File: src/rtl/tug_of_war_referee.sv
// Tug-of-war game referee: turns key presses into field move pulses, detects
// round wins at the field edges, keeps scores and declares the game winner.
module tug_of_war_referee #(
    parameter int unsigned SCORE_W     = 3,
    parameter int unsigned SCORE_MAX   = 7,
    parameter int unsigned ARM_CYCLES  = 4,
    parameter int unsigned HOLD_CYCLES = 16,
    parameter int unsigned TIMER_W     = 8
) (
    input  logic               Clock,
    input  logic               Reset,
    input  logic               KeyL,
    input  logic               KeyR,
    input  logic               EdgeL,
    input  logic               EdgeR,
    output logic               L,
    output logic               R,
    output logic               FieldReset,
    output logic               winL,
    output logic               winR,
    output logic [SCORE_W-1:0] scoreL,
    output logic [SCORE_W-1:0] scoreR,
    output logic               gameOver
);

    typedef enum logic [2:0] {CLEAR, ARM, PLAY, WIN, OVER} state_t;

    localparam logic [TIMER_W-1:0] ARM_LOAD  = TIMER_W'(ARM_CYCLES - 1);
    localparam logic [TIMER_W-1:0] HOLD_LOAD = TIMER_W'(HOLD_CYCLES - 1);
    localparam logic [SCORE_W-1:0] SCORE_TOP = SCORE_W'(SCORE_MAX);

    state_t             state, state_next;
    logic [TIMER_W-1:0] timer, timer_next;
    logic [SCORE_W-1:0] score_l_next, score_r_next, win_score;
    logic               prev_l, prev_r;
    logic               press_l, press_r, solo_l, solo_r, tie;
    logic               l_next, r_next, win_l_next, win_r_next, game_over_next;

    assign press_l   = KeyL & ~prev_l;
    assign press_r   = KeyR & ~prev_r;
    assign solo_l    = press_l & ~press_r;
    assign solo_r    = press_r & ~press_l;
    assign tie       = press_l & press_r;
    assign win_score = winL ? scoreL : scoreR;

    assign FieldReset = (state == CLEAR);

    always_ff @(posedge Clock or negedge Reset) begin
        if (!Reset) state <= CLEAR;
        else        state <= state_next;
    end

    always_comb begin
        state_next = state;
        case (state)
            CLEAR: state_next = ARM;
            ARM:   if (timer == '0) state_next = PLAY;
            PLAY:  if ((solo_l && EdgeL) || (solo_r && EdgeR)) state_next = WIN;
            WIN:   if (timer == '0) state_next = (win_score == SCORE_TOP) ? OVER : CLEAR;
            OVER:  if (tie) state_next = CLEAR;
            default: state_next = CLEAR;
        endcase
    end

    // Next values of the registered outputs, scores and the shared timer.
    always_comb begin
        timer_next     = timer;
        l_next         = 1'b0;
        r_next         = 1'b0;
        win_l_next     = winL;
        win_r_next     = winR;
        score_l_next   = scoreL;
        score_r_next   = scoreR;
        game_over_next = gameOver;
        case (state)
            CLEAR: timer_next = ARM_LOAD;
            ARM:   if (timer != '0) timer_next = timer - 1'b1;
            PLAY: begin
                if (solo_l) begin
                    if (EdgeL) begin
                        win_l_next   = 1'b1;
                        score_l_next = (scoreL == '1) ? scoreL : scoreL + 1'b1;
                        timer_next   = HOLD_LOAD;
                    end else begin
                        l_next = 1'b1;
                    end
                end else if (solo_r) begin
                    if (EdgeR) begin
                        win_r_next   = 1'b1;
                        score_r_next = (scoreR == '1) ? scoreR : scoreR + 1'b1;
                        timer_next   = HOLD_LOAD;
                    end else begin
                        r_next = 1'b1;
                    end
                end
            end
            WIN: begin
                if (timer != '0) begin
                    timer_next = timer - 1'b1;
                end else if (win_score == SCORE_TOP) begin
                    game_over_next = 1'b1;
                end else begin
                    win_l_next = 1'b0;
                    win_r_next = 1'b0;
                end
            end
            OVER: begin
                if (tie) begin
                    score_l_next   = '0;
                    score_r_next   = '0;
                    win_l_next     = 1'b0;
                    win_r_next     = 1'b0;
                    game_over_next = 1'b0;
                end
            end
            default: ;
        endcase
    end

    // Previous-key registers reset high so keys held through reset are not presses.
    always_ff @(posedge Clock or negedge Reset) begin
        if (!Reset) begin
            timer    <= '0;
            prev_l   <= 1'b1;
            prev_r   <= 1'b1;
            L        <= 1'b0;
            R        <= 1'b0;
            winL     <= 1'b0;
            winR     <= 1'b0;
            scoreL   <= '0;
            scoreR   <= '0;
            gameOver <= 1'b0;
        end else begin
            timer    <= timer_next;
            prev_l   <= KeyL;
            prev_r   <= KeyR;
            L        <= l_next;
            R        <= r_next;
            winL     <= win_l_next;
            winR     <= win_r_next;
            scoreL   <= score_l_next;
            scoreR   <= score_r_next;
            gameOver <= game_over_next;
        end
    end

endmodule

File: config.mk
export PLATFORM = sky130hd
export DESIGN_NAME = tug_of_war_referee
export DESIGN_NICKNAME = d
export VERILOG_FILES = /design/src/rtl/tug_of_war_referee.sv
export SDC_FILE = /design/constraint.sdc
export NUM_CORES = 1
export LEC_CHECK = 0
export ABC_AREA = 1
export CORE_ASPECT_RATIO = 1.5
export CORE_MARGIN = 2
export CORE_UTILIZATION = 55
export DETAILED_ROUTE_END_ITERATION = 12
export MAX_ROUTING_LAYER = met4
export PLACE_DENSITY = 0.78
export REMOVE_ABC_BUFFERS = 1
export SLEW_MARGIN = 20
export SYNTH_ARGS = -nofsm -noshare
export SYNTH_HDL_FRONTEND = slang
export SYNTH_SLANG_ARGS = --single-unit
File: constraint.sdc
create_clock -name Clock -period 1.81 [get_ports Clock]
set_input_delay 0.543 -clock Clock [delete_from_list [all_inputs] [get_ports Clock]]
set_output_delay 0.543 -clock Clock [all_outputs]
set_load 0.005 [all_outputs]
# Word level (Yosys, flattened, before mapping)
# Index checks and enable logic that the tools add are counted.
# classes
addsub,3
n_eq_ne,25
muxes,42
n_bitwise,9
reduce_logical,18
# ops
cell,count
8-bit 2-to-1 mux,5
3-bit 2-to-1 mux,13
2-bit != test (second input constant),14
8-bit one-hot mux with 3 select lines,1
1-bit 2-to-1 mux,17
3-bit one-hot mux with 5 select lines,1
3-bit == test (second input constant),4
3-bit one-hot mux with 2 select lines,2
6-bit AND reduction,2
5-bit AND reduction,2
3-bit != test (second input constant),3
8-bit logical NOT,1
4-bit AND reduction,2
8-bit nonzero test,1
8-bit by 1-bit subtractor with 8-bit output (second input constant),1
7-bit AND reduction,1
3-bit by 1-bit adder with 3-bit output (second input constant),2
3-bit by 2-bit == test with 1-bit output (second input constant),2
1-bit one-hot mux with 3 select lines,2
3-bit nonzero test,2
1-bit AND,5
1-bit inverter,4
2-bit nonzero test,2
3-bit by 1-bit == test with 1-bit output (second input constant),1
6 further kinds,7
# word_totals
regBits,24
input_bits,6

# Depth between registers and ports, before layout
# Gate-level depths: netlist of the first run.
# logic_depth
word_depth,8
mapped_depth,11
mapped_depth_nobuf,11

# Least setup slack after synthesis of the first run
# OpenSTA, ideal clock, no wires.
# synth_path
kind,in2reg
start,input KeyL
end,register timer[7]
arrival_ns,1.623
t_required_ns,1.688
slack_ns,0.064
path_stages,9
path_buffers,1
path_cell_list,inv_1 nor2_1 inv_1 ha_1 a21oi_2 nand3_2 buf_6 nand2_2 o21ai_1
# synth_between
elab_chain_cells,5
elab_cells_between_ends,10
cone_classes,eq/ne (3); mux (2); bitwise (4); reduce/logical (1)
# synth_lines
item,line,source
from (decl),12,"input logic KeyL,"
1-bit AND (*),39,assign press_l = KeyL & ~prev_l;
1-bit inverter,42,assign solo_r = press_r & ~press_l;
1-bit AND,42,
3-bit != test (no line),n/a,
5-bit AND reduction (no line),n/a,
to (signal assigned),134,timer <= timer_next;
to (decl),33,"logic [TIMER_W-1:0] timer, timer_next;"
# Mark *: on every way between the ends. The rest lies on a longest branch, timed or not.
# A chain may end at the register's enable or synchronous reset.

# Worst setup path in the final report of the first run
# layout_path
start,input KeyR
end,register winR
# layout_between
elab_chain_cells,5
elab_cells_between_ends,9
cone_classes,eq/ne (3); bitwise (5); reduce/logical (1)
# layout_lines
item,line,source
from (decl),13,"input logic KeyR,"
1-bit AND (*),40,assign press_r = KeyR & ~prev_r;
1-bit inverter,41,assign solo_l = press_l & ~press_r;
1-bit AND,41,
2-bit != test (no line),n/a,
7-bit AND reduction (no line) (*),n/a,
to (signal assigned),140,winR <= win_r_next;
to (decl),20,"output logic winR,"
# Marks and branches as above.

==> summary.md, run 1 <==
| Metric | Value |
|---|---|
| Final period utilization | `96.6%` |
| Skew final | `0.00630 ns` |
| Largest net degree at the start of global routing | `25` |
| Ports | `18` |
| Tightest Pin Transition | `0.310 ns` |
| Drt drc | `0` |
| Fin Hold WS | `0.482 ns` |
| Number of global-route vias before repair | `1,602` |
| Crit path time final | `1.75 ns` |
| Reg area | `603 um2` |
| First-pass GRT wire length | `6310 um` |
| Post-Synthesis Cell Area | `1580 um2` |
| Crit Path Max Fanout | `3` |
| Post-DR vias/cell | `5.33` |
| H-Tree Depth | `1` |
| CP Launch Type | `input pin` |
| Die width | `47.8 um` |
| Fillers | `231` |
| Worst min path class | `reg2reg` |
| Mean routed wirelength per cell | `13.1 um` |
| Power Dens Cells | `1430 nW/um2` |
| Layout cell share with drive strength beyond 1 | `28.2%` |
| Gr usage total | `25.8%` |
| Half-perimeter wire length after placement | `2800 um` |
| Critical Path AT | `1.97 ns` |
| Max IR drop VDD | `0.957 mV` |
| ANT cells | `0` |
| Setup ws final | `0.0621 ns` |
| Worst r2r src | `prev_l` |
| GP Congestion | `0.840` |
| Port Buffers | `17` |
| Max Slew Vio Count | `0` |
| Final #Nets | `264` |
| HP Start | `timer[0]` |
| #FFs+latches synth | `24` |
| Fmax | `572 MHz` |
| Area of the multi-input gates | `871 um2` |
| Sink Count | `24` |
| P&R area growth vs syn | `29.9%` |
| Vias | `1,520` |
| Die area | `3330 um2` |
| CTS clock-pin slew for the worst setup and hold paths | `0.09 ns` |
| YS warnings | `0` |
| CTS Buffer Depth | `2` |
| DRT iter0 DRCs | `40` |
| Die Span Y | `69.7 um` |
| Setup crit end kind | `flip-flop` |
| CP required | `2.03 ns` |
| Clk_lat worst skew | `0.27 ns` |
| Final hold violations | `0` |
| Starting Density | `58.4%` |
| Max cap viols | `0` |
| Layout Cell Area excl Fill | `2050 um2` |
| Most common cell after layout, fill and taps aside | `nand2_1` |
| P_leak | `1.07 nW` |
| Antenna viol nets, final | `0` |
| Final WL | `3750 um` |
| Pre-CTS setup slack | `-0.482 ns` |
| Cts hold-fix bufs | `0` |
| Crit path from | `KeyR` |
| CTS Root Cell | `clkbuf_8` |
| Syn Area/Cell | `7.63 um2` |
| TritonCTS Buffers | `3` |
| Commonest non-fill, non-tap cells in the layout | `nand2_1 (45), inv_1 (32), dfrtp_1 (22)` |
| Rows | `23` |
| Post-DP Area | `1910 um2` |
| CTS tree | `built` |
| Core area | `2710 um2` |
| Status | `finished clean` |
| Initial antenna violation count | `0` |
| Post-synthesis cell type count | `24` |
| Post-Syn Instances | `207` |
| Slew margin rel. | `79.4%` |
| Seq/Total Area, Yosys | `38.2%` |
| First-pass iteration count of the detailed router | `4` |
| GRT Residual Overflow | `0` |
| Final setup fails | `0` |
| Worst Path Class, Setup | `in2reg` |
-- per-layer routing --
metal  global-route usage [%]  part of all wire, %  vias up
li1                         -                    -      734
met1                     25.0                   37      727
met2                     46.1                   56       37
met3                     2.86                  1.9       22
met4                     12.3                  5.1        0
met5                        -                    0        -
-- stage by stage --
stage / cells / power (W) / util (%) / TNS (ns)
4_1_cts: 284 / 0.00290 / 75.2 / 0
5_1_grt: 285 / 0.00320 / 75.9 / -0.113
3_5_place_dp: 276 / 0.00249 / 70.4 / -8.65
2_1_floorplan: 206 / 0.00192 / - / -0.235
6_report: 285 / 0.00294 / 75.9 / 0
3_3_place_gp: 276 / 0.00241 / 70.4 / -7.19
-- timing repair --
action | in CTS | in global routing
buffers inserted | 4 | 1
resized for setup | 14 | 5
pin swaps | 5 | 2
endpoints found under the setup margin | 21 | 9
hold endpoints to repair | 0 | 0
-- kinds of logic (layout without fill, tap and decap cells) --
| group | count (synthesis) | in the layout | share of synthesized area, % |
|---|---|---|---|
| buf+inv | 39 | 80 | 9.74 |
| compound gates | 30 | 30 | 12.5 |
| flops | 24 | 24 | 38.2 |
| fa+ha+maj | 9 | 9 | 7.13 |
| simple gates | 105 | 105 | 32.5 |
-- power by group --
group	switching, W	internal (W)	total [W]
clock network	0.000179	0.000195	0.000374
logic	0.000927	0.000752	0.00168
registers	0.000167	0.000724	0.000891
-- critical path, cell delays in order --
cell and delay, ns:
dlygate4sd2_1 0.21, inv_1 0.06, nor2_2 0.13, inv_1 0.08, ha_2 0.20, buf_4 0.14, o21ai_0 0.15, nand3_1 0.17
nor2_1 0.15, nand2_1 0.07, nand2_1 0.07
-- Yosys cell counts, drive strengths merged --
| master | count | share of area, % |
|---|---|---|
| nand2 | 53 | 14 |
| inv | 38 | 9.0 |
| nor2 | 26 | 7.9 |
| dfrtp | 22 | 35 |
| nand3 | 21 | 8.2 |
| o21ai | 21 | 8.1 |
| ha | 9 | 7.1 |
| a21oi | 6 | 2.1 |
| dfstp | 2 | 3.3 |
| nand4 | 2 | 0.79 |
| nor3 | 2 | 0.63 |
| o21bai | 2 | 0.95 |
| a22oi | 1 | 1.3 |
| buf | 1 | 0.71 |
| or2 | 1 | 0.40 |
-- state kept, by name, indices dropped and copies added, names as in the netlist --
signal and count:
state 3, winL 1, winR 1, prev_r 1
gameOver 1, scoreL 3, R 1, prev_l 1
scoreR 3, timer 8, L 1
-- layout make-up --
class / instances / area share [%]
Clock buffer: 4 / 2.68
Inverter: 38 / 6.95
Multi-Input combinational cell: 144 / 42.4
Sequential cell: 24 / 29.4
Tap cell: 37 / 2.25
Timing Repair Buffer: 38 / 16.3
-- final timing paths --
kind / slack [ns] / cells after the start / end
max: 0.06 / 11 / winR
min: 0.48 / 1 / timer[0]
max reg2reg: 0.12 / 9 / winR
min reg2reg: 0.48 / 1 / timer[0]
max in group asynchronous: 0.89 / 2 / prev_r
min in group asynchronous: 0.63 / 2 / winL
(Power assumes the default switching activity.)
==> run 2, diff against run 1 <==
CTS_CLUSTER_DIAMETER = 50   (was default)
==> results of run 2 <==
No change in the layout: final DEF, timing and power equal those of run 1.
==> run 3, diff against run 2 <==
CORE_MARGIN = 1.5   (was 2)
==> summary.md, run 3 (same netlist as run 1, synthesis figures left out) <==
| Metric | Value |
|---|---|
| Largest net degree at the start of global routing | `25` |
| Worst r2r src | `prev_r` |
| Max Slew Vio Count | `0` |
| GP Congestion | `0.859` |
| Max IR drop VDD | `0.968 mV` |
| Skew final | `0.00466 ns` |
| Layout cell share with drive strength beyond 1 | `29.4%` |
| Gr usage total | `26.9%` |
| Core area | `2710 um2` |
| Most common cell after layout, fill and taps aside | `nand2_1` |
| ANT cells | `0` |
| Crit path max-delay family | `buffers and inverters` |
| R2r worst-path depth | `8` |
| Flop-to-flop setup slack | `0.11 ns` |
| Critical Path AT | `1.22 ns` |
| CTS tree | `built` |
| Vias | `1,472` |
| Critical path's slowest cell | `clkdlybuf4s50_1` |
| Critical Path Max Stage Delay | `0.53 ns` |
| CP Launch Type | `flip-flop` |
| Die width | `46.8 um` |
| Drt drc | `0` |
| CTS Buffer Depth | `2` |
| Sink Count | `24` |
| Final period utilization | `97.6%` |
| Initial antenna violation count | `0` |
| Crit path time final | `1.77 ns` |
| Final #Nets | `264` |
| Starting Density | `58.4%` |
| Post-DR vias/cell | `5.16` |
| Max FFs per register | `8` |
| Setup ws final | `0.0440 ns` |
| Rows | `23` |
| Crit Path Max Fanout | `5` |
| Status | `finished clean` |
| End of the critical path | `scoreL[0]` |
| Fillers | `200` |
| Half-perimeter wire length after placement | `2640 um` |
| Mean routed wirelength per cell | `12.8 um` |
| TritonCTS Buffers | `3` |
| Worst path bufs/invs | `1` |
| CP required | `1.27 ns` |
| P_leak | `1.07 nW` |
| Biggest register | `timer` |
| Port Buffers | `17` |
| Levels on crit path | `1` |
| Final WL | `3650 um` |
| Die Span Y | `68.7 um` |
| Pre-CTS setup slack | `-0.469 ns` |
| R2R Path End | `timer[7]` |
| Final setup fails | `0` |
| First-pass GRT wire length | `6150 um` |
| Setup crit end kind | `primary output` |
| Antenna viol nets, final | `0` |
| Slew margin rel. | `79.2%` |
| CP cell instances | `clkdlybuf4s50_1` |
| H-Tree Depth | `1` |
| Number of global-route vias before repair | `1,537` |
| Worst min path class | `reg2reg` |
| Cts hold-fix bufs | `0` |
| Worst Path Class, Setup | `reg2out` |
| Fin Hold WS | `0.491 ns` |
| CTS clock-pin slew for the worst setup and hold paths | `0.09 ns` |
| Fmax | `566 MHz` |
| Ports | `18` |
| Final hold violations | `0` |
| Tightest Pin Transition | `0.312 ns` |
| Die area | `3210 um2` |
| DRT iter0 DRCs | `34` |
| Max cap viols | `0` |
| GRT Residual Overflow | `0` |
| CTS Root Cell | `clkbuf_8` |
| First-pass iteration count of the detailed router | `4` |
| Commonest non-fill, non-tap cells in the layout | `nand2_1 (44), inv_1 (29), dfrtp_1 (22)` |
| Power Dens Cells | `1430 nW/um2` |
| Crit path from | `scoreL[0]` |
| P&R area growth vs syn | `31.5%` |
| Clk_lat worst skew | `0.27 ns` |
-- run 3: cell counts in the layout (fill, tap and decap cells not counted) --
Identical to the previous run, type by type.
-- run 3: power breakdown --
group          total [W]  switching, W  internal (W)
clock           0.000380      0.000185      0.000195
sequential      0.000899      0.000175      0.000724
combinational    0.00170      0.000911      0.000789
-- run 3: layout make-up --
class	count	area, um2	share of cell area (%)
clock buffers	4	55.1	2.65
well taps	37	46.3	2.23
repair buffers	38	360	17.3
inverters	38	143	6.86
multi-input cells	144	871	41.9
flip-flops and latches	24	603	29.0
-- run 3: per-stage QoR --
stage | TNS (ns) | cell area (um2) | instances | utilization (%) | total power [W]
floorplan | -0.235 | 1570 | 206 | - | 0.00192
global placement | -7.62 | 1920 | 276 | 70.9 | 0.00241
detailed placement | -8.73 | 1920 | 276 | 70.9 | 0.00248
CTS | 0 | 2070 | 285 | 76.5 | 0.00298
global route | -0.00286 | 2080 | 285 | 76.8 | 0.00323
finish | 0 | 2080 | 285 | 76.8 | 0.00298
-- run 3: repair_timing --
item	4_1_cts	5_1_grt
cloned	1	0
buffers inserted	4	0
resized for setup	15	7
pin swaps	10	4
endpoints found under the setup margin	21	14
-- run 3: metal layers --
metal,part of all wire (%),track usage (%)
met1,40,26.0
met2,54,47.8
met3,2.2,3.65
met4,4.0,17.7
met5,0,-
-- run 3: worst min path at each step --
stage	from	endpoint	slack (ns)	cells after the start
6_report	winR	winR	0.49	2
5_1_grt	KeyR	prev_r	0.50	1
4_1_cts	winR	winR	0.50	2
3_5_place_dp	winR	winR	0.49	2
3_3_place_gp	timer[0]	timer[0]	0.47	1
2_1_floorplan	Reset	L	0.25	0
